[src/rtl/fetch_controller.sv]
// fetch_controller: sequences instruction fetch between the program counter,
// instruction memory and decode, and arbitrates branch/jump/exception redirects.
//
// Ports:
//   clock, reset            rising-edge clock, asynchronous active-low reset
//   pc_value                current PC word address from program_counter
//   jump_enable, jump_input PC load strobe/value (jump_enable=0 -> PC increments)
//   imem_req                fetch request, address is pc_value
//   imem_ready, imem_data   fetch completion and fetched word
//   instr_valid/word/pc     registered instruction presented to decode
//   instr_accept            decode consumes the presented instruction
//   branch_taken/target     branch redirect
//   jump_req/target         jump / jump-register redirect
//   exception_req           redirect to EXCEPTION_VECTOR
//   redirect_pending        a redirect is latched, waiting for the fetch to complete
module fetch_controller #(
    parameter logic [31:0] RESET_VECTOR     = 32'h00003000,
    parameter logic [31:0] EXCEPTION_VECTOR = 32'h00004180
) (
    input  logic        clock,
    input  logic        reset,
    input  logic [31:2] pc_value,
    output logic        jump_enable,
    output logic [31:2] jump_input,
    output logic        imem_req,
    input  logic        imem_ready,
    input  logic [31:0] imem_data,
    output logic        instr_valid,
    output logic [31:0] instr_word,
    output logic [31:2] instr_pc,
    input  logic        instr_accept,
    input  logic        branch_taken,
    input  logic [31:2] branch_target,
    input  logic        jump_req,
    input  logic [31:2] jump_target,
    input  logic        exception_req,
    output logic        redirect_pending
);

    localparam int unsigned WORD_W = 32;
    localparam int unsigned PC_W   = 30;

    localparam logic [31:2] RST_TGT = RESET_VECTOR[31:2];
    localparam logic [31:2] EXC_TGT = EXCEPTION_VECTOR[31:2];

    typedef enum logic [1:0] {
        BOOT  = 2'd0,
        FETCH = 2'd1,
        HOLD  = 2'd2
    } state_t;

    state_t              state;
    state_t              state_nxt;
    logic                instr_valid_nxt;
    logic [WORD_W-1:0]   instr_word_nxt;
    logic [31:2]         instr_pc_nxt;
    logic                pend_nxt;
    logic [31:2]         pend_tgt;
    logic [31:2]         pend_tgt_nxt;

    logic                redir_c;
    logic [31:2]         redir_tgt_c;

    // Redirect arbitration for this cycle: exception > jump > branch
    always_comb begin
        redir_c     = exception_req | jump_req | branch_taken;
        redir_tgt_c = PC_W'(branch_target);
        if (exception_req) begin
            redir_tgt_c = EXC_TGT;
        end else if (jump_req) begin
            redir_tgt_c = PC_W'(jump_target);
        end
    end

    // State register and registered outputs
    always_ff @(posedge clock or negedge reset) begin
        if (!reset) begin
            state            <= BOOT;
            instr_valid      <= 1'b0;
            instr_word       <= '0;
            instr_pc         <= '0;
            redirect_pending <= 1'b0;
            pend_tgt         <= '0;
        end else begin
            state            <= state_nxt;
            instr_valid      <= instr_valid_nxt;
            instr_word       <= instr_word_nxt;
            instr_pc         <= instr_pc_nxt;
            redirect_pending <= pend_nxt;
            pend_tgt         <= pend_tgt_nxt;
        end
    end

    // Next-state, PC control and fetch handshake
    always_comb begin
        state_nxt       = state;
        instr_valid_nxt = instr_valid;
        instr_word_nxt  = instr_word;
        instr_pc_nxt    = instr_pc;
        pend_nxt        = redirect_pending;
        pend_tgt_nxt    = pend_tgt;
        imem_req        = 1'b0;
        jump_enable     = 1'b1;
        jump_input      = pc_value;

        unique case (state)
            BOOT: begin
                jump_input = RST_TGT;
                state_nxt  = FETCH;
            end

            FETCH: begin
                imem_req = 1'b1;
                if (imem_ready) begin
                    if (redir_c || redirect_pending) begin
                        // Wrong-path data is dropped; an exception beats a pending redirect
                        if (exception_req) begin
                            jump_input = EXC_TGT;
                        end else if (redirect_pending) begin
                            jump_input = pend_tgt;
                        end else begin
                            jump_input = redir_tgt_c;
                        end
                        pend_nxt = 1'b0;
                    end else begin
                        jump_enable     = 1'b0;
                        instr_valid_nxt = 1'b1;
                        instr_word_nxt  = imem_data;
                        instr_pc_nxt    = pc_value;
                        state_nxt       = HOLD;
                    end
                end else if (redir_c) begin
                    // First redirect wins unless an exception arrives later
                    pend_nxt = 1'b1;
                    if (exception_req || !redirect_pending) begin
                        pend_tgt_nxt = redir_tgt_c;
                    end
                end
            end

            HOLD: begin
                if (redir_c) begin
                    instr_valid_nxt = 1'b0;
                    jump_input      = redir_tgt_c;
                    state_nxt       = FETCH;
                end else if (instr_accept) begin
                    instr_valid_nxt = 1'b0;
                    state_nxt       = FETCH;
                end
            end

            default: begin
                state_nxt = BOOT;
            end
        endcase
    end

endmodule

[config.mk]
export PLATFORM = sky130hd
export DESIGN_NAME = fetch_controller
export DESIGN_NICKNAME = d
export VERILOG_FILES = /design/src/rtl/fetch_controller.sv
export SDC_FILE = /design/constraint.sdc
export NUM_CORES = 1
export LEC_CHECK = 0
export BUFFER_PORTS_ARGS = -buffer_cell sky130_fd_sc_hd__buf_2
export CORE_ASPECT_RATIO = 1.25
export CORE_MARGIN = 2
export CORE_UTILIZATION = 48
export DETAILED_ROUTE_END_ITERATION = 10
export GPL_ROUTABILITY_DRIVEN = 0
export PLACE_DENSITY_LB_ADDON = 0.3
export SETUP_SLACK_MARGIN = 0.5
export SYNTH_ARGS = -nofsm -noshare
export SYNTH_HDL_FRONTEND = slang
export SYNTH_SLANG_ARGS = --single-unit
[constraint.sdc]
create_clock -name clock -period 2.9 [get_ports clock]
set_clock_uncertainty 0.15 [all_clocks]
set_input_delay 0.58 -clock clock [delete_from_list [all_inputs] [get_ports clock]]
set_output_delay 0.58 -clock clock [all_outputs]
set_load 0.01 [all_outputs]
==> summary.md <==
| Metric | Value |
|---|---|
| Top achievable clock speed | `360.6 MHz` |
| Worst skew pair latency | `~0.34 ns` |
| PD cells | `between 500 and 600 nW/µm²` |
| Max_cap viols | `0` |
| Post-Synth Adder-Cell Area | `0` |
| CP max FO | `12` |
| Reg clk slew, reported paths | `0.07 ns` |
| Most frequent CP cell | `buf_2` |
| Final hold violations | `0` |
| Sw frac | `0.3240` |
| DR pass1 iterations | `5` |
| # port buffers | `~220` |
| Total I/O pin count | `about 230` |
| Yosys warns | `0` |
| Final setup TNS | `0 ns` |
| Routed WL per cell | `17.86 µm` |
| Async S/R FF share, synth | `1.000` |
| Worst R2R Setup Slack | `around 0.69 ns` |
| Area growth from synthesis to layout | `42.92%` |
| Mapped Area | `roughly 5100 µm²` |
| Largest family of logic cells by synthesized area | `simple AND/OR/NAND/NOR gates` |
| Status | `finished clean` |
| Post-Layout Inst Area | `between 7000 and 8000 µm²` |
| Mapped Nets | `between 600 and 700` |
| Core area | `slightly above 10000 µm²` |
| Vias in the first global route | `5274` |
| DP Area | `approximately 6400 µm²` |
| Synth Area in XOR/XNOR | `0` |
| Hold crit path type | `in2async` |
| Post-DP HPWL | `about 11000 µm` |
| Unrepaired setup endpoints after global routing | `yes` |
| # rows | `between 40 and 50` |
| Clk pwr share | `0.284` |
| Biggest area consumer among synthesized cells | `dfrtp_1` |
| Pins over their slew limit | `0` |
| Synth Area in Simple Gates | `0.2222` |
| CTS tree | `yes` |
| Switching power | `1.390 mW` |
| Reg power frac | `0.417` |
| Die Span Y | `~120 µm` |
| DRT Wirelength | `between 15000 and 20000 µm` |
| Metal-1 WL | `around 6600 µm` |
| Synth unique cells | `48` |
| Combinational Power Share | `0.299` |
| Tcrit/Tclk final | `0.9563` |
| Clk sinks | `96` |
| Startpoint types | `input pin` |
| Place WS | `about 0.064 ns` |
| Slowest-stage cell, CP | `a221o_1` |
| Routed length on met2 | `around 8600 µm` |
| Routed Antenna Nets | `0` |
| Main area contributors after synthesis | `dfrtp_1, nand2_1, mux2i_1` |
| TritonCTS Buffers | `9` |
| Finish-stage setup viols | `0` |
| Via count | `5342` |
| Largest net degree at the start of global routing | `57` |
| Commonest non-fill, non-tap cells in the layout | `nand2_1, buf_2, dfrtp_1` |
| Post-synth top area share | `0.4750` |
| Number of synthesized flops with an enable pin | `0` |
| Share of layout cells above drive strength 1 | `0.4300` |
| Post-route DRC | `0` |
| Synth Area in Compound Gates | `0.1526` |
| Worst-path cell chain | `buf_2 -> o41ai_4 -> and2_4 -> or2_4 -> buf_12 -> a221o_1 -> buf_2` |
| Ys flop type | `dfrtp_1` |
| CP endpoint kind | `output port` |
| H-tree levels | `3` |
| Nets | `~950` |
| Root buf cell | `clkbuf_16` |
| First-pass GRT wire length | `between 20000 and 30000 µm` |
| Initial Utilization | `0.4979` |
| Final worst slack | `~0.13 ns` |
| CP max stage delay | `0.35 ns` |
| Syn Inst Count | `between 500 and 600` |
| Total Die Area | `between 10000 and 15000 µm²` |
| Slew @ Worst Pin | `around 0.57 ns` |
| Sequential area share after synthesis | `0.4750` |
| Total Power | `about 4.3 mW` |
| WL met3 | `about 1100 µm` |
| Final Critical Period | `2.773 ns` |
| Cell-internal power | `between 2 and 3 mW` |
| Vias per cell | `approximately 5.6` |
| Reg2reg end | `instr_word[23]$_DFFE_PN0P_` |
| Worst EP required | `approximately 2.2 ns` |
| WHS | `0.07185 ns` |
| Clk buf depth | `2` |
| Max-slew headroom | `0.6176` |
| Post-synthesis mux area share | `0.1039` |
| Cts hold-fix bufs | `0` |
| Worst r2r src | `redirect_pending$_DFFE_PN0P_` |
| P_leak | `3.890 nW` |
| Die Wd | `between 90 and 100 µm` |
| Gr ovfl total | `0` |
| Iteration-0 DRC Markers | `around 360` |
| Mean area per synthesized cell | `around 8.9 µm²` |
| Setup CP Type | `in2out` |
| Worst vdd rail ir drop | `0.0003077 V` |
| Seq cells post-synth | `96` |
| Top sig layer | `met5` |
| WP data arrival | `around 2.0 ns` |
| Total GRT Usage | `0.2896` |
| R2R cell count | `9` |
| # fillers | `~770` |
| Initial antenna violation count | `2` |
## layout make-up
| cell class | count | area (µm²) | area share |
|---|---|---|---|
| Multi-Input combinational cell | 426 | 2597 | 0.3594 |
| Sequential cell | 96 | 2406 | 0.3329 |
| Timing Repair Buffer | 278 | 1733 | 0.2397 |
| Clock buffer | 9 | 225.2 | 0.03116 |
| Tap cell | 129 | 161.4 | 0.02233 |
| Clock inverter | 7 | 77.57 | 0.01073 |
| Inverter | 5 | 25.02 | 0.003462 |
| Antenna cell | 1 | 2.502 | 0.0003462 |
## state kept, by name (all words and copies together) (netlist names)
signal / count
instr_word: 32
instr_pc: 30
pend_tgt: 30
state: 2
instr_valid: 1
redirect_pending: 1
## cells in the mapped netlist, types with 2 or more instances
master    instances
clkbuf_1         18
o311a_1           2
mux2_2           20
nand2_1         219
o31ai_1          20
nor4_1            2
dfrtp_1          96
nor2b_1           6
a21oi_1           5
a221o_1          18
inv_1             4
nor3b_1           2
nand2b_1          2
a22o_1            7
o21ai_0          19
o22ai_1           3
a211oi_1          3
or3_1             2
o221ai_1          2
buf_2            18
nor3_1            5
a22oi_1           4
buf_6             4
o21a_1            2
nor2_1           26
mux2i_1          30
nand3b_1          2
a21o_1            7
## worst max-delay path, delay by kind of cell
family	cells	cell delay (ns)
AOI/OAI and AO/OA	2	0.48
buffers and inverters	3	0.52
and+or+nand+nor	2	0.45
## what timing repair did
action | CTS | global route
gates cloned | 3 | 1
buffers inserted | 21 | 6
hold endpoints to repair | 0 | 0
endpoints found under the setup margin | 31 | 31
gates resized for setup | 52 | 19
pin swaps | 8 | 8
## per-stage QoR
| stage | cells | utilization |
|---|---|---|
| after detailed placement | 903 | 0.6256 |
| after global routing | 951 | 0.7116 |
| after floorplan | 568 | - |
| after global placement | 903 | 0.6256 |
| final | 951 | 0.7116 |
| after CTS | 943 | 0.6987 |
## power groups by stage
stage | registers [mW] | logic, mW | clock network, mW
2_1_floorplan | 1.91 | 0.511 | 0
4_1_cts | 1.79 | 1.24 | 1.23
5_1_grt | 1.82 | 1.40 | 1.30
3_5_place_dp | 1.81 | 1.15 | 0
3_3_place_gp | 1.80 | 1.12 | 0
6_report | 1.79 | 1.28 | 1.22
## logic make-up after synthesis
logic type             Yosys count
and+or+nand+nor                274
muxes                           50
DFF                             96
buffers and inverters           47
AOI/OAI and AO/OA              101
## routing by layer
| metal | vias to the layer above | global-route usage |
|---|---|---|
| met1 | 2552 | 0.3371 |
| met3 | 60 | 0.05035 |
| met2 | 269 | 0.4974 |
| met4 | 2 | 0.1509 |
| li1 | 2459 | - |
| met5 | - | 0 |
## worst max path at each step
stage | start | to | slack, ns | depth (start not counted)
after CTS | state[0]$_DFFE_PN0P_ | jump_input[6] | 0.18 | 6
after detailed placement | branch_taken | jump_input[20] | 0.06 | 5
after global placement | branch_taken | jump_input[24] | 0.08 | 5
after global routing | redirect_pending$_DFFE_PN0P_ | jump_input[6] | 0.08 | 6
final | imem_ready | jump_input[6] | 0.13 | 7
after floorplan | branch_taken | jump_input[10] | 0.34 | 6
No activity file was read; power rests on OpenSTA's default activity.
